## config.mk

```make
export PLATFORM = sky130hd
export DESIGN_NAME = uart_receiver_flat
export DESIGN_NICKNAME = d
export VERILOG_FILES = /design/src/rtl/uart_receiver_if.sv /design/src/rtl/uart_receiver.sv /design/src/flat_wrapper.sv
export SDC_FILE = /design/constraint.sdc
export NUM_CORES = 1
export LEC_CHECK = 0
export CAP_MARGIN = 20
export CORE_MARGIN = 2
export CORE_UTILIZATION = 59
export DETAILED_ROUTE_END_ITERATION = 10
export GPL_TIMING_DRIVEN = 0
export PLACE_DENSITY = 0.82
export RECOVER_POWER = 50
export SLEW_MARGIN = 20
export SYNTH_ARGS = -nofsm -noshare
export SYNTH_HDL_FRONTEND = slang
export SYNTH_SLANG_ARGS = --single-unit
```

## constraint.sdc

```tcl
create_clock -name sample_Clk -period 5 [get_ports sample_Clk]
set_clock_uncertainty 0.1 [all_clocks]
set_input_delay 0.75 -clock sample_Clk [delete_from_list [all_inputs] [get_ports sample_Clk]]
set_output_delay 0.75 -clock sample_Clk [all_outputs]
set_load 0.005 [all_outputs]
```

## src/rtl/uart_receiver_if.sv

```systemverilog
// Receive-side bundle between the UART receiver and its consumer: the serial
// line in, and the byte holding register with its status flags out.
interface uart_receiver_if;
  logic       rx;
  logic       rx_Ack;
  logic [7:0] rx_Data;
  logic       rx_Valid;
  logic       frame_Err;
  logic       overrun_Err;
  logic       rx_Busy;

  modport slave (
    input  rx,
    input  rx_Ack,
    output rx_Data,
    output rx_Valid,
    output frame_Err,
    output overrun_Err,
    output rx_Busy
  );

  modport master (
    output rx,
    output rx_Ack,
    input  rx_Data,
    input  rx_Valid,
    input  frame_Err,
    input  overrun_Err,
    input  rx_Busy
  );
endinterface

```

## src/rtl/uart_receiver.sv

```systemverilog
// Oversampling 8N1 UART receiver: two-flop synchroniser, start-bit validation,
// three-sample majority vote per bit, and a valid/ack holding register.
module uart_receiver #(
  parameter int OVERSAMPLE = 16
) (
  input  logic           sample_Clk,
  input  logic           reset,
  uart_receiver_if.slave bus
);
  localparam int MID = OVERSAMPLE / 2;
  localparam int TW  = $clog2(OVERSAMPLE);

  localparam logic [TW-1:0] T_SAMP_A = TW'(MID - 1);
  localparam logic [TW-1:0] T_SAMP_B = TW'(MID);
  localparam logic [TW-1:0] T_VOTE   = TW'(MID + 1);
  localparam logic [TW-1:0] T_LAST   = TW'(OVERSAMPLE - 1);

  localparam logic [2:0] IDLE  = 3'd0;
  localparam logic [2:0] START = 3'd1;
  localparam logic [2:0] DATA  = 3'd2;
  localparam logic [2:0] STOP  = 3'd3;
  localparam logic [2:0] BREAK = 3'd4;

  function automatic logic majority3(input logic a, input logic b, input logic c);
    return (a & b) | (a & c) | (b & c);
  endfunction

  logic [2:0]    state_r;
  logic [TW-1:0] tick_r;
  logic [2:0]    bit_cnt_r;
  logic [7:0]    shift_r;
  logic          sync1_r;
  logic          rx_s;
  logic          samp_a_r;
  logic          samp_b_r;
  logic [7:0]    data_r;
  logic          valid_r;
  logic          frame_r;
  logic          overrun_r;

  logic [TW-1:0] tick_next_s;
  logic          counting_s;
  logic          vote_s;

  // Tick advance, bit-window activity and the mid-bit majority vote.
  always_comb begin
    tick_next_s = '0;
    counting_s  = 1'b0;
    vote_s      = majority3(samp_a_r, samp_b_r, rx_s);
    if (tick_r == T_LAST) begin
      tick_next_s = '0;
    end else begin
      tick_next_s = tick_r + TW'(1);
    end
    if ((state_r == START) || (state_r == DATA) || (state_r == STOP)) begin
      counting_s = 1'b1;
    end else begin
      counting_s = 1'b0;
    end
  end

  // Synchroniser, receive FSM and holding register.
  always_ff @(posedge sample_Clk) begin
    if (reset) begin
      state_r   <= IDLE;
      tick_r    <= '0;
      bit_cnt_r <= 3'd0;
      shift_r   <= 8'h00;
      sync1_r   <= 1'b1;
      rx_s      <= 1'b1;
      samp_a_r  <= 1'b1;
      samp_b_r  <= 1'b1;
      data_r    <= 8'h00;
      valid_r   <= 1'b0;
      frame_r   <= 1'b0;
      overrun_r <= 1'b0;
    end else begin
      sync1_r <= bus.rx;
      rx_s    <= sync1_r;

      // Clears first so that a flag set later in this block wins.
      if (bus.rx_Ack) begin
        valid_r   <= 1'b0;
        frame_r   <= 1'b0;
        overrun_r <= 1'b0;
      end

      if (counting_s) begin
        tick_r <= tick_next_s;
        if (tick_r == T_SAMP_A) samp_a_r <= rx_s;
        if (tick_r == T_SAMP_B) samp_b_r <= rx_s;
      end

      case (state_r)
        IDLE: begin
          tick_r <= '0;
          if (!rx_s) state_r <= START;
        end
        START: begin
          if ((tick_r == T_VOTE) && vote_s) begin
            state_r <= IDLE;
            tick_r  <= '0;
          end else if (tick_r == T_LAST) begin
            state_r   <= DATA;
            bit_cnt_r <= 3'd0;
          end
        end
        DATA: begin
          if (tick_r == T_VOTE) shift_r <= {vote_s, shift_r[7:1]};
          if (tick_r == T_LAST) begin
            if (bit_cnt_r == 3'd7) begin
              state_r <= STOP;
            end else begin
              bit_cnt_r <= bit_cnt_r + 3'd1;
            end
          end
        end
        STOP: begin
          // Leave half a bit early so the next start edge is never missed.
          if (tick_r == T_VOTE) begin
            tick_r <= '0;
            if (vote_s) begin
              data_r  <= shift_r;
              valid_r <= 1'b1;
              if (valid_r && !bus.rx_Ack) overrun_r <= 1'b1;
              state_r <= IDLE;
            end else begin
              frame_r <= 1'b1;
              state_r <= BREAK;
            end
          end
        end
        BREAK: begin
          tick_r <= '0;
          if (rx_s) state_r <= IDLE;
        end
        default: begin
          state_r <= IDLE;
          tick_r  <= '0;
        end
      endcase
    end
  end

  assign bus.rx_Data     = data_r;
  assign bus.rx_Valid    = valid_r;
  assign bus.frame_Err   = frame_r;
  assign bus.overrun_Err = overrun_r;
  assign bus.rx_Busy     = (state_r != IDLE);
endmodule
```

## src/flat_wrapper.sv

```systemverilog
// flat-port wrapper written by rule: the top's interface ports become plain ports
module uart_receiver_flat 
#(
  parameter int OVERSAMPLE = 16
)
  (sample_Clk, reset, bus_rx, bus_rx_Ack, bus_rx_Data, bus_rx_Valid, bus_frame_Err, bus_overrun_Err, bus_rx_Busy);
  uart_receiver_if bus_i ();
  input  logic sample_Clk;
  input  logic reset;
  input wire logic [$bits(bus_i.rx)-1:0] bus_rx;
  input wire logic [$bits(bus_i.rx_Ack)-1:0] bus_rx_Ack;
  output wire logic [$bits(bus_i.rx_Data)-1:0] bus_rx_Data;
  output wire logic [$bits(bus_i.rx_Valid)-1:0] bus_rx_Valid;
  output wire logic [$bits(bus_i.frame_Err)-1:0] bus_frame_Err;
  output wire logic [$bits(bus_i.overrun_Err)-1:0] bus_overrun_Err;
  output wire logic [$bits(bus_i.rx_Busy)-1:0] bus_rx_Busy;
  assign bus_i.rx = bus_rx;
  assign bus_i.rx_Ack = bus_rx_Ack;
  assign bus_rx_Data = bus_i.rx_Data;
  assign bus_rx_Valid = bus_i.rx_Valid;
  assign bus_frame_Err = bus_i.frame_Err;
  assign bus_overrun_Err = bus_i.overrun_Err;
  assign bus_rx_Busy = bus_i.rx_Busy;
  uart_receiver #(.OVERSAMPLE(OVERSAMPLE)) u_core (.sample_Clk(sample_Clk), .reset(reset), .bus(bus_i));
endmodule
```

# Word level (Yosys, flattened, before mapping)
# Index checks and enable logic that the tools add are counted.
# totals
regBits,33
latchBits,0
mem_bits_rw,0
rom_bits,0
inputBits,4
out_inout_bits,12
wordCells,84
mem_count,0
# classes
add_sub_neg,2
n_mul,0
div,0
magnitude_cmp,0
n_eq_ne,18
shifts,0
mux,33
bitwise,5
n_reduce_logical,14
# op_table
op,n
$mux 3,12
$mux 4,4
$pmux 3 s5,1
$mux 1,14
$ne 2x2->1 const B,7
$eq 4x4->1 const B,3
$pmux 4 s3,1
$eq 3x2->1 const B,2
$eq 3x3->1 const B,2
$pmux 3 s2,1
$reduce_and 2->1,3
$reduce_and 6->1,1
$reduce_and 5->1,1
$add 4x1->4 const B,1
$eq 4x3->1 const B,1
$add 3x1->3 const B,1
$and 1x1->1,3
$eq 3x1->1 const B,1
$logic_not 3->1,1
$ne 3x3->1 const B,1
$reduce_and 3->1,1
$reduce_bool 3->1,1
$logic_and 1x1->1,2
$logic_or 1x1->1,2
other kinds (4),5

# Logic depth before layout (Yosys ltp)
# depth
ltp_word,7
depth_mapped,8

# Worst setup path before layout
# Ideal clock, no wire load.
# synth_path
path_kind,register -> output
from,reg u_core.state_r[2]
to,out bus_rx_Busy
arrival_time_ps,825
required_time_ps,4150
setup_slack_ps,3325
path_stages_with_launch,3
n_path_buf,1
cell_sequence,dfxtp_1 -> buf_2 -> or3_1
# synth_between
elab_chain_cells,1
# synth_lines
element,line,source
"start, declared",uart_receiver.sv:28,logic [2:0] state_r;
"start signal, assigned",uart_receiver.sv:65,state_r <= IDLE;
"start signal, assigned",uart_receiver.sv:97,if (!rx_s) state_r <= START;
"start signal, assigned",uart_receiver.sv:101,state_r <= IDLE;
$reduce_bool 3->1,uart_receiver.sv:149,assign bus.rx_Busy = (state_r != IDLE);
"end, declared",flat_wrapper.sv:16,output wire logic [$bits(bus_i.rx_Busy)-1:0] bus_rx_Busy;
# Every way passes these cells.

# Final worst setup path
# Same ends and word-level chain as after synthesis.

==> qor.txt <==
result of the run: complete, no violations
hold violation total from the final report: 0
antenna violations before repair: 0
number of warnings printed during yosys synthesis: 0
top fanout value on the critical path: 10
Critical Path End Type: primary output
category of the most critical setup path: register to primary output
worst path arrival time: 1.66 ns
Wirelength per Cell: 13.3 um
Num Clock Sinks: 33
via count of the routed design: 1209
top cells by area, synth: dfxtp_1 (45%), mux2i_1 (6.8%), a21oi_1 (4.7%), nand2_1 (4.6%), nor2_1 (4.3%)
post-synthesis instance area: 0.00148 mm^2
vias per cell: 5.65
global route overflow: 0
CORE AREA: 0.00243 mm^2
height of the die: 54.1 um
number of distinct library cells after synthesis: 40
Period minus WS final: 2.51 ns
proportion of layout cells with a drive suffix above 1: 10.3%
design internal power: 0.394 mW
Avg Inst Size Synth: 9.19 um^2
number of top-level design ports: 16
synthesized net count: 170
area share of the leading cell type in the synthesized netlist: 44.6%
largest net degree at the start of global routing: 12
Async SR Flop Fraction: 0%
final count of pins violating max slew: 0
die footprint: 0.00293 mm^2
# rows: 18
maximum clock rate: 398 MHz
Post-CTS Hold Buffers: 0
Mapped Cells: 161
share of synthesized area occupied by flip-flops and latches: 44.6%
Leakage: 0.689 nW
count of flip-flops with a built-in enable after synthesis: 0
first-pass GRT wire length: 4520 um
final setup violation count: 0
clock network latency to the later pin of the worst-skew pair: 0.35 ns
number of antenna diodes: 0
dominant synthesized flop cell: dfxtp_1
library cell used as clock root buffer: clkbuf_4
worst min path class: register to register
final estimated routing congestion in global placement: 0.791
DRC: 0
setup repair after global routing missed its margin: no
clock share of power: 25.6%
TritonCTS clock tree: done
vias in the first global route: 1054
synthesized flop and latch total: 33
initial core utilization: 60.9%
dominant cell type by area after synthesis: dfxtp_1
Startpoint Class: register
global routing usage summed across all routing layers: 22.3%
number of fillers in the final layout: 187
maximum buffer depth of the clock tree: 2
worst hold slack: 0.318 ns
switching portion of total power: 30.6%
Setup Buffers After CTS: 0
footprint of the multi-input gates: 751 um^2
first-pass iteration count of the detailed router: 6
drt first-iter violations: 22
logic gate share of total power: 24.6%
number of port buffers: 15
fin nets: 192
overall routed net length: 2850 um
CTS buffer count: 5
Synth-to-Final Area Change: 15.8%
transition at the pin with the smallest max-transition slack: 0.582 ns
setup tns final: 0 ns
HPWL Detailed: 2060 um
share of the clock period used by the worst path: 50.3%
DRT antenna net count: 0
switching pwr: 0.174 mW
sequential share of power: 49.8%
sequential standard cell area: 661 um^2
Required @ worst endpoint: 4.15 ns
peak supply drop: 0.230 mV
power density of the placed cells: 331 mW/mm^2
die span in x: 54.1 um
max capacitance violation total: 0
Resized Gates After CTS: 0
clock transition at the registers of the reported paths: 0.09 ns
normalized max-slew margin: 60.8%
maximum level of the CTS H-tree: 2
final timing paths:
check,slack (ns),to,cells past startpoint,start
setup / recovery,2.49,bus_rx_Busy,3,u_core.state_r[2]$_SDFFE_PP0P_
hold / removal,0.32,u_core.rx_s$_SDFF_PP1_,1,u_core.sync1_r$_SDFF_PP1_
setup reg to reg,2.87,u_core.tick_r[2]$_SDFF_PP0_,6,u_core.tick_r[0]$_SDFF_PP0_
hold reg to reg,0.32,u_core.rx_s$_SDFF_PP1_,1,u_core.sync1_r$_SDFF_PP1_
registers in the layout (all words and copies together), names as in the netlist:
| name | flops |
|---|---|
| u_core.shift_r | 8 |
| u_core.bus.frame_Err | 1 |
| u_core.samp_a_r | 1 |
| u_core.rx_s | 1 |
| u_core.tick_r | 4 |
| u_core.bus.overrun_Err | 1 |
| u_core.bus.rx_Valid | 1 |
| u_core.bit_cnt_r | 3 |
| u_core.samp_b_r | 1 |
| u_core.state_r | 3 |
| u_core.bus.rx_Data | 8 |
| u_core.sync1_r | 1 |
cell usage after synthesis, types with 3 or more instances:
cell	count
inv_1	4
nand2_1	18
nor2_1	17
buf_2	4
clkbuf_1	3
a21o_1	3
dfxtp_1	33
nand2b_1	6
ha_1	5
nor3_1	6
and3b_1	3
mux2i_1	10
a21oi_1	14
per-layer routing:
metal,share of wire (%),track usage [%],up-vias
li1,-,-,608
met1,47,26.2,568
met2,45,35.0,26
met3,5.6,8.89,7
met4,2.3,11.7,0
met5,0,0,-
worst max-delay path: stages, from the launching register on:
cell,delay [ns]
dfxtp_1,0.34
buf_2,0.18
or3_1,0.37
clkdlybuf4s50_1,0.44
area by class of cell:
cell class / count / share of cell area [%]
clock inverter: 3 / 1.02
clock buffer: 5 / 2.19
tap: 30 / 2.19
multi-input combinational: 115 / 43.8
sequential: 33 / 38.5
inverter: 4 / 0.876
buffer: 9 / 2.63
timing repair buffer: 15 / 8.76
layout by cell type, fill, tap and decap left out, types with 2 or more instances in the layout:
master / synthesis / final
dfxtp_1: 33 / 33
nand2_1: 18 / 18
nor2_1: 17 / 17
a21oi_1: 14 / 14
clkdlybuf4s50_1: 0 / 14
mux2i_1: 10 / 10
nand2b_1: 6 / 6
nor3_1: 6 / 6
clkbuf_1: 3 / 5
ha_1: 5 / 5
clkbuf_4: 0 / 5
inv_1: 4 / 4
buf_2: 4 / 3
and3b_1: 3 / 3
a21o_1: 3 / 3
o22ai_1: 2 / 2
nand3b_1: 2 / 2
nand3_1: 2 / 2
and3_1: 2 / 2
o21ai_0: 1 / 2
nor2b_1: 2 / 2
a221oi_1: 2 / 2
or2_2: 2 / 2
clkinv_2: 0 / 2
per-stage QoR:
stage	instances	total power [mW]	cell area [um^2]	util (%)	setup slack [ns]
finish	214	0.568	1710	70.5	2.49
global route	214	0.601	1710	70.5	2.42
CTS	214	0.571	1720	70.8	2.47
detailed placement	206	0.428	1670	68.6	2.66
global placement	206	0.421	1670	68.6	2.71
floorplan	161	0.392	1480	-	3.32
power by group through the flow:
stage / Combinational, mW / Sequential [mW] / Clock [mW]
CTS: 0.140 / 0.283 / 0.149
global placement: 0.134 / 0.287 / 0
floorplan: 0.107 / 0.285 / 0
finish: 0.140 / 0.283 / 0.145
global route: 0.157 / 0.284 / 0.160
detailed placement: 0.139 / 0.288 / 0
logic make-up (layout without fill, tap and decap cells):
family,after synthesis,in the layout,share of synthesized area (%)
AND/OR/NAND/NOR,65,65,22.3
AO/OA/AOI/OAI,33,33,16.1
flip-flops,33,33,44.6
buffers and inverters,13,36,4.65
multiplexers,10,10,6.76
adder cells (fa/ha/maj),6,6,4.99
XOR/XNOR,1,1,0.592
Power figures use the tool's default switching activity.
